File: src/rtl/vga_timing_pkg.sv
// Default 640x480@60 raster timing and shared types for the Pong frame sequencer.
package vga_timing_pkg;

  localparam int unsigned CLK_DIV_DEF   = 4;
  localparam int unsigned COUNT_W       = 10;

  localparam int unsigned H_VISIBLE_DEF = 640;
  localparam int unsigned H_FP_DEF      = 16;
  localparam int unsigned H_SYNC_DEF    = 96;
  localparam int unsigned H_BP_DEF      = 48;
  localparam int unsigned H_TOTAL_DEF   = H_VISIBLE_DEF + H_FP_DEF + H_SYNC_DEF + H_BP_DEF;

  localparam int unsigned V_VISIBLE_DEF = 480;
  localparam int unsigned V_FP_DEF      = 10;
  localparam int unsigned V_SYNC_DEF    = 2;
  localparam int unsigned V_BP_DEF      = 33;
  localparam int unsigned V_TOTAL_DEF   = V_VISIBLE_DEF + V_FP_DEF + V_SYNC_DEF + V_BP_DEF;

  localparam int unsigned HS_START_DEF  = H_VISIBLE_DEF + H_FP_DEF;
  localparam int unsigned HS_END_DEF    = HS_START_DEF + H_SYNC_DEF;
  localparam int unsigned VS_START_DEF  = V_VISIBLE_DEF + V_FP_DEF;
  localparam int unsigned VS_END_DEF    = VS_START_DEF + V_SYNC_DEF;

  typedef enum logic [1:0] {
    IDLE,
    ARMED,
    GRANT
  } upd_state_t;

endpackage

File: src/rtl/vga_frame_sequencer_if.sv
// Raster timing outputs plus the game-logic update handshake of the frame sequencer.
interface vga_frame_sequencer_if;
  import vga_timing_pkg::*;

  logic               pix_en;
  logic [COUNT_W-1:0] h_count;
  logic [COUNT_W-1:0] v_count;
  logic               hsync;
  logic               vsync;
  logic               video_on;
  logic               line_tick;
  logic               frame_tick;
  logic               upd_req;
  logic               upd_done;
  logic               upd_grant;

  modport master (
    output pix_en, h_count, v_count, hsync, vsync, video_on,
           line_tick, frame_tick, upd_grant,
    input  upd_req, upd_done
  );

  modport slave (
    input  pix_en, h_count, v_count, hsync, vsync, video_on,
           line_tick, frame_tick, upd_grant,
    output upd_req, upd_done
  );

endinterface

File: src/rtl/wrap_counter.sv
// Modulo counter: steps on en, wraps MAX->0; wrap flags the step that returns to 0.
module wrap_counter #(
  parameter int unsigned WIDTH = 10,
  parameter int unsigned MAX   = 799
) (
  input  logic             clk,
  input  logic             clr,
  input  logic             en,
  output logic [WIDTH-1:0] count,
  output logic             wrap
);

  localparam logic [WIDTH-1:0] LAST = WIDTH'(MAX);

  assign wrap = en && (count == LAST);

  always_ff @(posedge clk) begin
    if (clr) begin
      count <= '0;
    end else if (wrap) begin
      count <= '0;
    end else if (en) begin
      count <= count + 1'b1;
    end
  end

endmodule

File: src/rtl/vga_frame_sequencer.sv
// Raster sequencer: pixel enable, h/v counters, registered sync/video decode and vblank update grant.
module vga_frame_sequencer
  import vga_timing_pkg::*;
#(
  parameter int unsigned CLK_DIV   = CLK_DIV_DEF,
  parameter int unsigned H_VISIBLE = H_VISIBLE_DEF,
  parameter int unsigned H_FP      = H_FP_DEF,
  parameter int unsigned H_SYNC    = H_SYNC_DEF,
  parameter int unsigned H_BP      = H_BP_DEF,
  parameter int unsigned V_VISIBLE = V_VISIBLE_DEF,
  parameter int unsigned V_FP      = V_FP_DEF,
  parameter int unsigned V_SYNC    = V_SYNC_DEF,
  parameter int unsigned V_BP      = V_BP_DEF,
  parameter bit          SYNC_POL  = 1'b0
) (
  input logic                   clk,
  input logic                   rst,
  vga_frame_sequencer_if.master vga
);

  localparam int unsigned H_TOTAL = H_VISIBLE + H_FP + H_SYNC + H_BP;
  localparam int unsigned V_TOTAL = V_VISIBLE + V_FP + V_SYNC + V_BP;
  localparam int unsigned DIV_W   = (CLK_DIV > 1) ? $clog2(CLK_DIV) : 1;

  localparam logic [COUNT_W-1:0] HS_START = COUNT_W'(H_VISIBLE + H_FP);
  localparam logic [COUNT_W-1:0] HS_END   = COUNT_W'(H_VISIBLE + H_FP + H_SYNC);
  localparam logic [COUNT_W-1:0] VS_START = COUNT_W'(V_VISIBLE + V_FP);
  localparam logic [COUNT_W-1:0] VS_END   = COUNT_W'(V_VISIBLE + V_FP + V_SYNC);
  localparam logic [COUNT_W-1:0] H_VIS    = COUNT_W'(H_VISIBLE);
  localparam logic [COUNT_W-1:0] V_VIS    = COUNT_W'(V_VISIBLE);
  localparam logic [COUNT_W-1:0] V_ENTRY  = COUNT_W'(V_VISIBLE - 1);

  logic [DIV_W-1:0]   div;
  logic               unused_div;
  logic               pix_en;
  logic               h_wrap;
  logic               v_wrap;
  logic [COUNT_W-1:0] h_count;
  logic [COUNT_W-1:0] v_count;
  logic [COUNT_W-1:0] h_next;
  logic [COUNT_W-1:0] v_next;
  logic               hsync;
  logic               vsync;
  logic               video_on;
  logic               line_tick;
  logic               frame_tick;
  logic               vblank_entry;
  upd_state_t         state;
  upd_state_t         state_next;

  assign unused_div = ^div;

  wrap_counter #(.WIDTH(DIV_W), .MAX(CLK_DIV - 1)) u_div (
    .clk(clk), .clr(rst), .en(1'b1), .count(div), .wrap(pix_en)
  );

  wrap_counter #(.WIDTH(COUNT_W), .MAX(H_TOTAL - 1)) u_h (
    .clk(clk), .clr(rst), .en(pix_en), .count(h_count), .wrap(h_wrap)
  );

  wrap_counter #(.WIDTH(COUNT_W), .MAX(V_TOTAL - 1)) u_v (
    .clk(clk), .clr(rst), .en(h_wrap), .count(v_count), .wrap(v_wrap)
  );

  // Decode looks at the counts the counters are about to load, so it lands with them.
  always_comb begin
    h_next = h_wrap ? '0 : h_count + 1'b1;
    v_next = v_count;
    if (v_wrap) begin
      v_next = '0;
    end else if (h_wrap) begin
      v_next = v_count + 1'b1;
    end
  end

  always_ff @(posedge clk) begin
    if (rst) begin
      hsync      <= ~SYNC_POL;
      vsync      <= ~SYNC_POL;
      video_on   <= 1'b0;
      line_tick  <= 1'b0;
      frame_tick <= 1'b0;
    end else begin
      line_tick  <= h_wrap;
      frame_tick <= v_wrap;
      if (pix_en) begin
        hsync    <= (h_next >= HS_START && h_next < HS_END) ? SYNC_POL : ~SYNC_POL;
        vsync    <= (v_next >= VS_START && v_next < VS_END) ? SYNC_POL : ~SYNC_POL;
        video_on <= (h_next < H_VIS) && (v_next < V_VIS);
      end
    end
  end

  assign vblank_entry = h_wrap && (v_count == V_ENTRY);

  always_ff @(posedge clk) begin
    if (rst) begin
      state <= IDLE;
    end else begin
      state <= state_next;
    end
  end

  // The grant closes on the frame-wrap step itself, so it is already low when frame_tick shows.
  always_comb begin
    state_next = state;
    case (state)
      IDLE: begin
        if (vga.upd_req) state_next = ARMED;
      end
      ARMED: begin
        if (!vga.upd_req)     state_next = IDLE;
        else if (vblank_entry) state_next = GRANT;
      end
      GRANT: begin
        if (vga.upd_done || v_wrap) state_next = IDLE;
      end
      default: state_next = IDLE;
    endcase
  end

  assign vga.pix_en     = pix_en;
  assign vga.h_count    = h_count;
  assign vga.v_count    = v_count;
  assign vga.hsync      = hsync;
  assign vga.vsync      = vsync;
  assign vga.video_on   = video_on;
  assign vga.line_tick  = line_tick;
  assign vga.frame_tick = frame_tick;
  assign vga.upd_grant  = (state == GRANT);

endmodule
File: src/flat_wrapper.sv
// flat-port wrapper written by rule: the top's interface ports become plain ports
module vga_frame_sequencer_flat import vga_timing_pkg::*;
#(
  parameter int unsigned CLK_DIV   = CLK_DIV_DEF,
  parameter int unsigned H_VISIBLE = H_VISIBLE_DEF,
  parameter int unsigned H_FP      = H_FP_DEF,
  parameter int unsigned H_SYNC    = H_SYNC_DEF,
  parameter int unsigned H_BP      = H_BP_DEF,
  parameter int unsigned V_VISIBLE = V_VISIBLE_DEF,
  parameter int unsigned V_FP      = V_FP_DEF,
  parameter int unsigned V_SYNC    = V_SYNC_DEF,
  parameter int unsigned V_BP      = V_BP_DEF,
  parameter bit          SYNC_POL  = 1'b0
)
  (clk, rst, vga_pix_en, vga_h_count, vga_v_count, vga_hsync, vga_vsync, vga_video_on, vga_line_tick, vga_frame_tick, vga_upd_grant, vga_upd_req, vga_upd_done);
  vga_frame_sequencer_if vga_i ();
  input logic clk;
  input logic rst;
  output wire logic [$bits(vga_i.pix_en)-1:0] vga_pix_en;
  output wire logic [$bits(vga_i.h_count)-1:0] vga_h_count;
  output wire logic [$bits(vga_i.v_count)-1:0] vga_v_count;
  output wire logic [$bits(vga_i.hsync)-1:0] vga_hsync;
  output wire logic [$bits(vga_i.vsync)-1:0] vga_vsync;
  output wire logic [$bits(vga_i.video_on)-1:0] vga_video_on;
  output wire logic [$bits(vga_i.line_tick)-1:0] vga_line_tick;
  output wire logic [$bits(vga_i.frame_tick)-1:0] vga_frame_tick;
  output wire logic [$bits(vga_i.upd_grant)-1:0] vga_upd_grant;
  input wire logic [$bits(vga_i.upd_req)-1:0] vga_upd_req;
  input wire logic [$bits(vga_i.upd_done)-1:0] vga_upd_done;
  assign vga_pix_en = vga_i.pix_en;
  assign vga_h_count = vga_i.h_count;
  assign vga_v_count = vga_i.v_count;
  assign vga_hsync = vga_i.hsync;
  assign vga_vsync = vga_i.vsync;
  assign vga_video_on = vga_i.video_on;
  assign vga_line_tick = vga_i.line_tick;
  assign vga_frame_tick = vga_i.frame_tick;
  assign vga_upd_grant = vga_i.upd_grant;
  assign vga_i.upd_req = vga_upd_req;
  assign vga_i.upd_done = vga_upd_done;
  vga_frame_sequencer #(.CLK_DIV(CLK_DIV), .H_VISIBLE(H_VISIBLE), .H_FP(H_FP), .H_SYNC(H_SYNC), .H_BP(H_BP), .V_VISIBLE(V_VISIBLE), .V_FP(V_FP), .V_SYNC(V_SYNC), .V_BP(V_BP), .SYNC_POL(SYNC_POL)) u_core (.clk(clk), .rst(rst), .vga(vga_i));
endmodule
File: config.mk
export PLATFORM = sky130hd
export DESIGN_NAME = vga_frame_sequencer_flat
export DESIGN_NICKNAME = d
export VERILOG_FILES = /design/src/rtl/vga_timing_pkg.sv /design/src/rtl/vga_frame_sequencer_if.sv /design/src/rtl/wrap_counter.sv /design/src/rtl/vga_frame_sequencer.sv /design/src/flat_wrapper.sv
export SDC_FILE = /design/constraint.sdc
export NUM_CORES = 1
export LEC_CHECK = 0
export CORE_AREA = 2 2 72 74
export CTS_BUF_LIST = sky130_fd_sc_hd__clkbuf_16
export DETAILED_ROUTE_END_ITERATION = 10
export DIE_AREA = 0 0 74 76
export HOLD_SLACK_MARGIN = 0.05
export PLACE_DENSITY = 0.7
export SLEW_MARGIN = 15
export SYNTH_ARGS = -nofsm -noshare
export SYNTH_HDL_FRONTEND = slang
export SYNTH_SLANG_ARGS = --single-unit
File: constraint.sdc
create_clock -name clk -period 1.7 [get_ports clk]
set_input_delay 0.17 -clock clk [delete_from_list [all_inputs] [get_ports clk]]
set_output_delay 0.17 -clock clk [all_outputs]
set_load 0.1 [all_outputs]
==> impl_results.md <==
* Status: complete, but fails checks
* Failing checks: negative setup slack
* Syn Inst Count at 197
* # DRC at 0
* Vias in the first global route at 1709
* CTS tree: done
* Layout area overhead at 67.9%
* PwrDens at 562 nW/um^2
* Final Hold Viols at 0
* First drt pass iteration count at 4
* Inserted Diodes at 0
* Syn. warnings at 0
* Leak at 1.15 nW
* Type of the worst setup path: flop to flop
* Slew HR at 76.5%
* Final ANT Viol Nets at 0
* R2r setup slk at -0.05 ns
* Max frequency at 572 MHz
* Yosys top cell by area: dfxtp_1
* Startpoint Class: flop
* Fillcell total at 416
* Clk buf depth at 2
* Worst Hold Depth at 1
* Internal at 1.24 mW
* Crit path DAT at 1.92 ns
* Die area at 5620 um^2
* Die X at 74 um
* Layout cell share with drive strength beyond 1 at 49.4%
* RR Endpoint: u_core.u_v.count[4]
* Post-Syn Nets at 205
* Largest net degree at the start of global routing at 14
* Worst-Margin Slew at 0.352 ns
* Clock power share at 50.0%
* Synth Cell Area at 1710 um^2
* Layout Skew at 0.00505 ns
* RSZ-0062 raised after global routing: yes
* Hold_buf cts at 0
* DRT iter0 DRCs at 78
* Vias at 1717
* Synth cell types at 50
* Top-area cell type share of the netlist area at 33.9%
* Grt ovf at 0
* Fin crit share at 103%
* Clock Pin Slew Worst Setup and Hold Paths at 0.05 ns
* Fin cells at 337
* Core Area at 4910 um^2
* Crit Reg-Reg Startpoint: u_core.u_v.count[4]
* P_sw at 0.374 mW
* Max-Cap Viols at 0
* Post-Syn Area per Cell at 8.69 um^2
* Num CTS Buffers at 5
* R2R depth at 5
* Setup violators final at 11
* Placed Cells at 325
* Most frequent cells in the layout: buf_4 (52), nor2_1 (25), buf_12 (21)
* Seq/Total Area, Yosys at 33.9%
* Hold Crit Start: u_core.u_div.count[0]
* WP data required at 1.87 ns
* First-pass GRT wire length at 7.76 mm
* Layout Nets at 274
* Flop pwr share at 41.9%
* Clk_lat worst skew at 0.28 ns
* Post-synth EDFFs at 0
* Hold WC Path Type: flop to flop
* Initial Util at 34.9%
* #FFs+latches synth at 29
* Switching share of total power at 23.1%
* Synth async-reset ratio at 0%
* Worst setup EP type: flop
* Largest cells by area after synthesis: dfxtp_1 (34%), xor2_1 (5.6%), nor2_1 (5.5%)
* Post-DP HPWL at 3.58 mm
* Clock sinks at 29
* I/O Buffers at 30
* Site Rows at 26
* H-tree levels at 2
* Total Routing Usage GR at 17.6%
* Main flop type after synthesis: dfxtp_1
* Die Ht at 76 um
* Post-DR wirelength/cell at 14.1 um
* GP Congestion at 0.851
* Tmin final at 1.75 ns
* I/O Pins at 31
* Commonest non-fill, non-tap cell in the layout: buf_4
* Vias per cell at 5.09
* Logic pwr share at 8.0%
* Detailed-route wire length at 4.76 mm
* CP max FO at 5
* Antenna violations before repair at 0
* WHS Endpoint: u_core.u_div.count[0]
* Design Power at 1.62 mW
* Root Driver: clkbuf_16
* Max-slew violations at 0
* Worst vdd ir at 355 uV
* Setup ws final at -0.0491 ns
-- what timing repair did --
action                                  in CTS  in global routing
pin swaps                                    2                  7
endpoints found under the setup margin      13                 21
buffers inserted                             1                  3
gates resized for setup                      5                 14
-- stage by stage --
stage                     hold WS, ns  setup WS, ns  setup TNS [ns]  instance area [um^2]  utilization [%]
after floorplan                 0.357        -0.231           -1.18                  1890                -
after global placement          0.415       -0.0707          -0.520                  2650             53.9
after detailed placement        0.416       -0.0913          -0.688                  2650             53.9
after CTS                       0.424       -0.0437          -0.388                  2810             57.1
after global routing            0.451       -0.0908          -0.912                  2880             58.6
final                           0.427       -0.0491          -0.411                  2880             58.6
-- cells by family (layout without fill, tap and decap cells) --
family          Yosys count  after routing  synth area share, %
compound gates           26             26                 11.1
xor+xnor                 19             19                 9.72
fa+ha+maj                 5              5                 3.51
buf+inv                  21             91                 8.47
flops                    29             29                 33.9
mux                       1              1                0.584
simple gates             96             96                 32.7
-- layer usage --
metal	track usage (%)	vias to the layer above	share of wire (%)	wire [um]
li1	-	835	-	-
met1	20.6	796	41	1940
met2	29.1	72	51	2420
met3	3.97	14	5.7	271
met4	9.64	0	2.9	140
met5	0	-	0	0
-- critical path, stage by stage (launching register included) --
cell	delay, ns
dfxtp_4	0.34
or3_1	0.37
or4_4	0.48
o21bai_4	0.23
buf_4	0.18
nor2_1	0.04
-- power groups by stage --
stage,logic (mW),clock network [mW],registers (mW)
after floorplan,0.0599,0,0.718
after global placement,0.125,0,0.691
after detailed placement,0.129,0,0.691
after CTS,0.130,0.832,0.678
after global routing,0.138,0.855,0.680
final,0.130,0.809,0.678
-- area by class of cell --
type | count | area (um^2) | area share (%)
clock buffer | 5 | 125 | 4.35
clock inverter | 3 | 11.3 | 0.391
inverter | 5 | 18.8 | 0.652
tap | 70 | 87.6 | 3.04
multi-input combinational | 147 | 1120 | 38.8
sequential | 29 | 653 | 22.7
timing repair buffer | 78 | 863 | 30.0
-- worst max path at each step --
stage	start	to	slack, ns	cells past startpoint
2_1_floorplan	u_core.u_div.count[1]	u_core.vga.video_on	-0.23	7
3_3_place_gp	u_core.u_div.count[0]	u_core.vga.vsync	-0.07	6
3_5_place_dp	u_core.u_div.count[1]	u_core.vga.vsync	-0.09	6
4_1_cts	u_core.u_v.count[4]	u_core.u_v.count[8]	-0.04	5
5_1_grt	u_core.u_h.count[7]	u_core.u_v.count[8]	-0.09	7
6_report	u_core.u_v.count[4]	u_core.u_v.count[4]	-0.05	5
-- synthesized netlist by cell type (all sizes together) (6+ instances only) --
library cell	instances
and2	6
buf	10
dfxtp	29
nand2	13
nand3	9
nand4	10
nor2	25
nor3	6
o21ai	7
xnor2	8
xor2	11
-- flip-flops by register name, indices dropped and copies added, names as in the netlist --
signal,count
u_core.vga.vsync,1
u_core.u_h.count,10
u_core.state,2
u_core.vga.line_tick,1
u_core.vga.hsync,1
u_core.vga.video_on,1
u_core.vga.frame_tick,1
u_core.u_div.count,2
u_core.u_v.count,10
(Power assumes the default switching activity.)
==> RTL edit 1 (same flow settings) <==
`SYNC_POL` is set to 1'b0 in 2 places; all go to 1'b1.
--- a/src/rtl/vga_frame_sequencer.sv
+++ b/src/rtl/vga_frame_sequencer.sv
@@ -11,7 +11,7 @@
   parameter int unsigned V_FP      = V_FP_DEF,
   parameter int unsigned V_SYNC    = V_SYNC_DEF,
   parameter int unsigned V_BP      = V_BP_DEF,
-  parameter bit          SYNC_POL  = 1'b0
+  parameter bit          SYNC_POL  = 1'b1
 ) (
   input logic                   clk,
   input logic                   rst,
--- a/src/flat_wrapper.sv
+++ b/src/flat_wrapper.sv
@@ -10,7 +10,7 @@
   parameter int unsigned V_FP      = V_FP_DEF,
   parameter int unsigned V_SYNC    = V_SYNC_DEF,
   parameter int unsigned V_BP      = V_BP_DEF,
-  parameter bit          SYNC_POL  = 1'b0
+  parameter bit          SYNC_POL  = 1'b1
 )
   (clk, rst, vga_pix_en, vga_h_count, vga_v_count, vga_hsync, vga_vsync, vga_video_on, vga_line_tick, vga_frame_tick, vga_upd_grant, vga_upd_req, vga_upd_done);
   vga_frame_sequencer_if vga_i ();
Function: changed (Yosys sat finds a counterexample within 4 cycles, from zero or initial values and one cycle with rst high).
==> RTL edit 1 against the original RTL <==
The flow still finishes with violations (negative setup slack); final area down 8.5%; sequential cell count unchanged; area after synthesis down 12%; critical path depth unchanged; die area unchanged; routed wire length down 5.2%; power up 0.31%; count of clock-buffer cells in the layout unchanged; hold slack better by 32 ps; clock skew down 3.2 ps; critical path type unchanged; via count down 11%; setup slack worse by 60 ps.
==> RTL edit 1: results (changes against the original RTL) <==
CTS:
- The post-cts repair resize count is 12 (+7).
- The post-CTS setup-driven buffer insertion count is 4 (+3).

Global routing:
- The number of global-route vias before repair is 1482 (-13%).
- The global routing usage on met3 was 0.0410 (+0.00132).
- The met2 track demand over resource was 0.229 (-0.0625).
- The met1 track utilization from global routing was 0.217 (+0.0117).
- The maximum number of pins on one net before global-route repair was 15 (+1).
- The overall routing resource usage came to 0.160 (-0.0165).
- The global-route wire length before repair came to 7020 um (-9.5%).

Routing:
- The number of DRC markers in iteration 0 is 135 (+73%).
- The count of TritonRoute iterations in the first routing pass is 4 (unchanged).
- The average wire per cell in the routed design is 14.7 um (+4.1%).
- The wire length on met3 is 245 um (-9.6%).
- The wire length on met2 is 2100 um (-13%).
- The via-per-instance ratio is 4.99 (-2.1%).
- The wire length on met1 is 2030 um (+4.7%).

Synthesis:
- The average cell area after synthesis is 8.51 um2 (-2.2%).
- The post-synth net total is 186 (-9.3%).
- The commonest cells after synthesis are sky130_fd_sc_hd__dfxtp_1, sky130_fd_sc_hd__nor2_1, sky130_fd_sc_hd__nand2_1, sky130_fd_sc_hd__xor2_1, sky130_fd_sc_hd__xnor2_1.
- Ranked by total cell area, the synthesized netlist is headed by sky130_fd_sc_hd__dfxtp_1, sky130_fd_sc_hd__nor2_1, sky130_fd_sc_hd__xor2_1, sky130_fd_sc_hd__nand2_1, sky130_fd_sc_hd__xnor2_1.
- The share of the yosys chip area belonging to registers came to 0.383 (+0.0445).
- The distinct cell type count of the synthesized netlist was 44 (-12%).

Placement:
- The weighted congestion at the end of routability-driven global placement was 0.862 (+1.2%).
- The instance count after placement with tap cells included was 294 (-9.5%).
- The count of port buffers added during placement is 30 (unchanged).
- The total placed instance area is 2330 um2 (-12%).
- The post-detailed-placement half-perimeter wirelength came to 2930 um (-18%).

Layout:
- The flip-flop and latch area was 643 um2 (-1.5%).
- The layout net count came to 244 (-11%).
- The largest registers in the layout are u_core.u_h.count x10, u_core.u_v.count x10.
- The final cell count without fillers is 307 (-8.9%).
- The fill cell total of the finished layout is 412 (-0.96%).
- The fraction of final layout cells with drive strength greater than 1 came to 0.481 (-0.0134).

Power:
- The worst IR drop on VDD is 0.494 mV (+39%).
- The power attributed to sequential cells was 685 uW (+1%).
- The combinational group power is between 100 and 150 uW.
- The leakage power figure is 0.00100 uW (-13%).
- The switching share of power is 0.233 (+0.00174).

Timing:
- The post-layout worst setup margin was -110 ps (-60.4 ps).
- The setup skew after layout was 1.90 ps (-3.15 ps).
- The count of endpoints failing setup in the final report is 13 (+2).
- The worst slew margin relative to its limit came to 0.635 (-0.130).
- The summed negative setup slack over all endpoints came to -679 ps (-267 ps).

Status:
- The checks that failed: negative setup slack.
- The run finished, with violations left.

Setup path:
- The maximum net fanout on the critical path is 8 (+3).
[RTL edit 1: cell count changes in the layout (fill, tap and decap cells not counted), sizes merged, moves of 3 or more]
cell and delta:
nand2 +7, and2 -4, nor2 +3, nand4 -4, and4 -4, buf -19
[RTL edit 1: area by class of cell]
cell class,count,share of cell area
Clock buffer,5,0.0475
Clock inverter,3,0.00428
Inverter,3,0.00428
Multi-Input combinational cell,138,0.396
Sequential cell,29,0.244
Tap cell,70,0.0333
Timing Repair Buffer,59,0.270
[RTL edit 1: path summary, 6_finish.rpt]
| kind | start | endpoint | slack (ps) |
|---|---|---|---|
| worst min register to register | u_core.u_div.count[0] | u_core.u_div.count[0] | 460 |
| worst min-delay path | u_core.u_div.count[0] | u_core.u_div.count[0] | 460 |
| worst max register to register | u_core.u_v.count[6] | u_core.state[1] | -110 |
| worst max-delay path | u_core.u_v.count[6] | u_core.state[1] | -110 |
[RTL edit 1: through the flow]
stage	worst slack, ps	hold slack, ps
2_1_floorplan	-355	334
3_3_place_gp	-15.7	430
3_5_place_dp	-84.9	451
4_1_cts	-31.8	439
5_1_grt	-165	469
6_report	-110	459
[RTL edit 1: critical path: stages (launching register included)]
cell	delay, ps
sky130_fd_sc_hd__dfxtp_4	330
sky130_fd_sc_hd__buf_4	180
sky130_fd_sc_hd__or4bb_1	590
sky130_fd_sc_hd__nor4_4	340
sky130_fd_sc_hd__nand3b_1	140
sky130_fd_sc_hd__a21oi_2	150
[RTL edit 1: cells by family (layout without fill, tap and decap cells)]
group	after synthesis	in the layout	synth area share
fa+ha+maj	5	5	0.0397
mux	2	2	0.0132
compound gates	22	23	0.102
flops	29	29	0.383
simple gates	89	89	0.308
buf+inv	12	70	0.0430
xor+xnor	19	19	0.110
==> RTL edit 2 (config.mk and constraints unchanged) <==
Without the edit above. Compare `count` against `LAST` with >= in place of ==.
--- a/src/rtl/wrap_counter.sv
+++ b/src/rtl/wrap_counter.sv
@@ -12,7 +12,7 @@
 
   localparam logic [WIDTH-1:0] LAST = WIDTH'(MAX);
 
-  assign wrap = en && (count == LAST);
+  assign wrap = en && (count >= LAST);
 
   always_ff @(posedge clk) begin
     if (clr) begin
Formal check against the unedited RTL: no difference found for any inputs over 10 cycles, from zero or initial values and one cycle with rst high; that may be too few to reach the edited logic, so the function may still have changed.
==> RTL edit 2 against the original RTL <==
Area after synthesis fell by 3.4%; combinational power barely moved; power rose by 6.8%; via count fell by 3.5%; die area did not move; routed wire length fell by 5.0%; setup slack improved by 69 ps; sequential cell count did not move; count of clock-buffer cells in the layout rose by 1; final area fell by 6.3%; critical endpoint is now u_core.vga.vsync.
==> RTL edit 2: results (changes against the original RTL) <==
Setup path:
- The highest-delay cell along the critical path is sky130_fd_sc_hd__dfxtp_2.
- The critical path startpoint is u_core.u_div.count[0].
- The endpoint arrival time on the critical path is 1830 ps (-90 ps).
- The register-to-register setup slack is 20 ps (+70 ps).
- The cell type group with the largest total delay on the critical path is compound AO/OA/AOI/OAI gates.

Routing:
- The average wire per cell in the routed design is 13.8 um (-2.4%).
- The number of DRC markers in iteration 0 was 130 (+67%).

Power:
- The leakage power figure came to 0.00103 uW (-10%).
- The worst IR drop on VDD was 0.375 mV (+5.7%).

Placement:
- The weighted congestion at the end of routability-driven global placement is 0.830 (-2.6%).
- The setup slack at placement is 7.49 ps (+98.8 ps).
- The post-detailed-placement half-perimeter wirelength was 3150 um (-12%).
- The total placed instance area is 2450 um2 (-7.6%).

Timing:
- The final critical path time including I/O delays and setup is 1680 ps (-69.2 ps).
- The setup skew after layout is 6.74 ps (+1.69 ps).
- The worst slew margin relative to its limit came to 0.782 (+0.0172).

Synthesis:
- The share of the yosys chip area belonging to registers is 0.351 (+0.0118).
- The multiplexer area fraction after synthesis is 0.0249 (+0.0191).
- The XOR/XNOR share of the synthesized area is 0.0952 (-0.00191).
- The post-synth net total is 211 (+2.9%).
- The area share of fa/ha/maj cells after synthesis is 0.0302 (-0.00483).
- By count the netlist is led by sky130_fd_sc_hd__nor2_1, sky130_fd_sc_hd__dfxtp_1, sky130_fd_sc_hd__nand2_1, sky130_fd_sc_hd__xor2_1, sky130_fd_sc_hd__nand3_1.
- The distinct cell type count of the synthesized netlist is 48 (-4.0%).
- The synthesized-area fraction occupied by ao, oa, aoi and oai cells came to 0.116 (+0.00537).
- In the post-synthesis netlist, the biggest area contributors are sky130_fd_sc_hd__dfxtp_1, sky130_fd_sc_hd__nor2_1, sky130_fd_sc_hd__xor2_1, sky130_fd_sc_hd__nand2_1, sky130_fd_sc_hd__ha_1.

Layout:
- The fill cell total of the finished layout is 435 (+4.6%).
- The fraction of final layout cells with drive strength greater than 1 was 0.407 (-0.0874).

Status:
- The run finished with clean final reports.

Global routing:
- The overall routing resource usage came to 0.163 (-0.0131).
- The maximum number of pins on one net before global-route repair is 19 (+5).
-- RTL edit 2: timing repair --
action | 4_1_cts | 5_1_grt
setup endpoints to repair | 1 | 2
resized for setup | 2 | 4
setup buffers | 2 | 5
endpoints found under the hold margin | 0 | 0
pin swaps | 4 | 5
cloned | 0 | 1
-- RTL edit 2: layout make-up --
cell class / count / area [um2] / area share
Multi-Input combinational cell: 159 / 1080 / 0.401
Timing Repair Buffer: 59 / 713 / 0.265
Sequential cell: 29 / 646 / 0.240
Clock buffer: 6 / 150 / 0.0557
Tap cell: 70 / 87.6 / 0.0325
Inverter: 3 / 11.3 / 0.00418
Clock inverter: 2 / 7.51 / 0.00279
-- RTL edit 2: where the power goes --
group          total, uW  switching [uW]  internal (uW)  leakage [uW]
registers            681            10.2            671      0.000250
logic                130            78.9           50.7      0.000698
clock network        916             297            619     0.0000808
total               1730             386           1340       0.00103
-- RTL edit 2: worst paths after layout --
| path | endpoint | cells after the start |
|---|---|---|
| hold reg to reg | u_core.u_div.count[0] | 1 |
| hold / removal | u_core.u_div.count[0] | 1 |
| setup reg to reg | u_core.vga.vsync | 7 |
| setup / recovery | u_core.vga.vsync | 7 |
-- RTL edit 2: logic make-up after synthesis --
family / after synthesis
multiplexers: 4
adder cells (fa/ha/maj): 4
flip-flops: 29
AO/OA/AOI/OAI: 28
AND/OR/NAND/NOR: 104
buffers and inverters: 16
XOR/XNOR: 18
-- RTL edit 2: stage by stage --
step / hold slack [ps] / instances
2_1_floorplan: 312 / 203
3_3_place_gp: 421 / 312
3_5_place_dp: 429 / 312
4_1_cts: 437 / 322
5_1_grt: 444 / 328
6_report: 436 / 328
-- RTL edit 2: routing by layer --
metal | vias to the layer above | wire (um) | track usage
met3 | 4 | 243 | 0.0423
met2 | 57 | 2280 | 0.274
li1 | 822 | - | -
met5 | - | 0 | 0
met1 | 774 | 1960 | 0.204
met4 | 0 | 38 | 0.0418
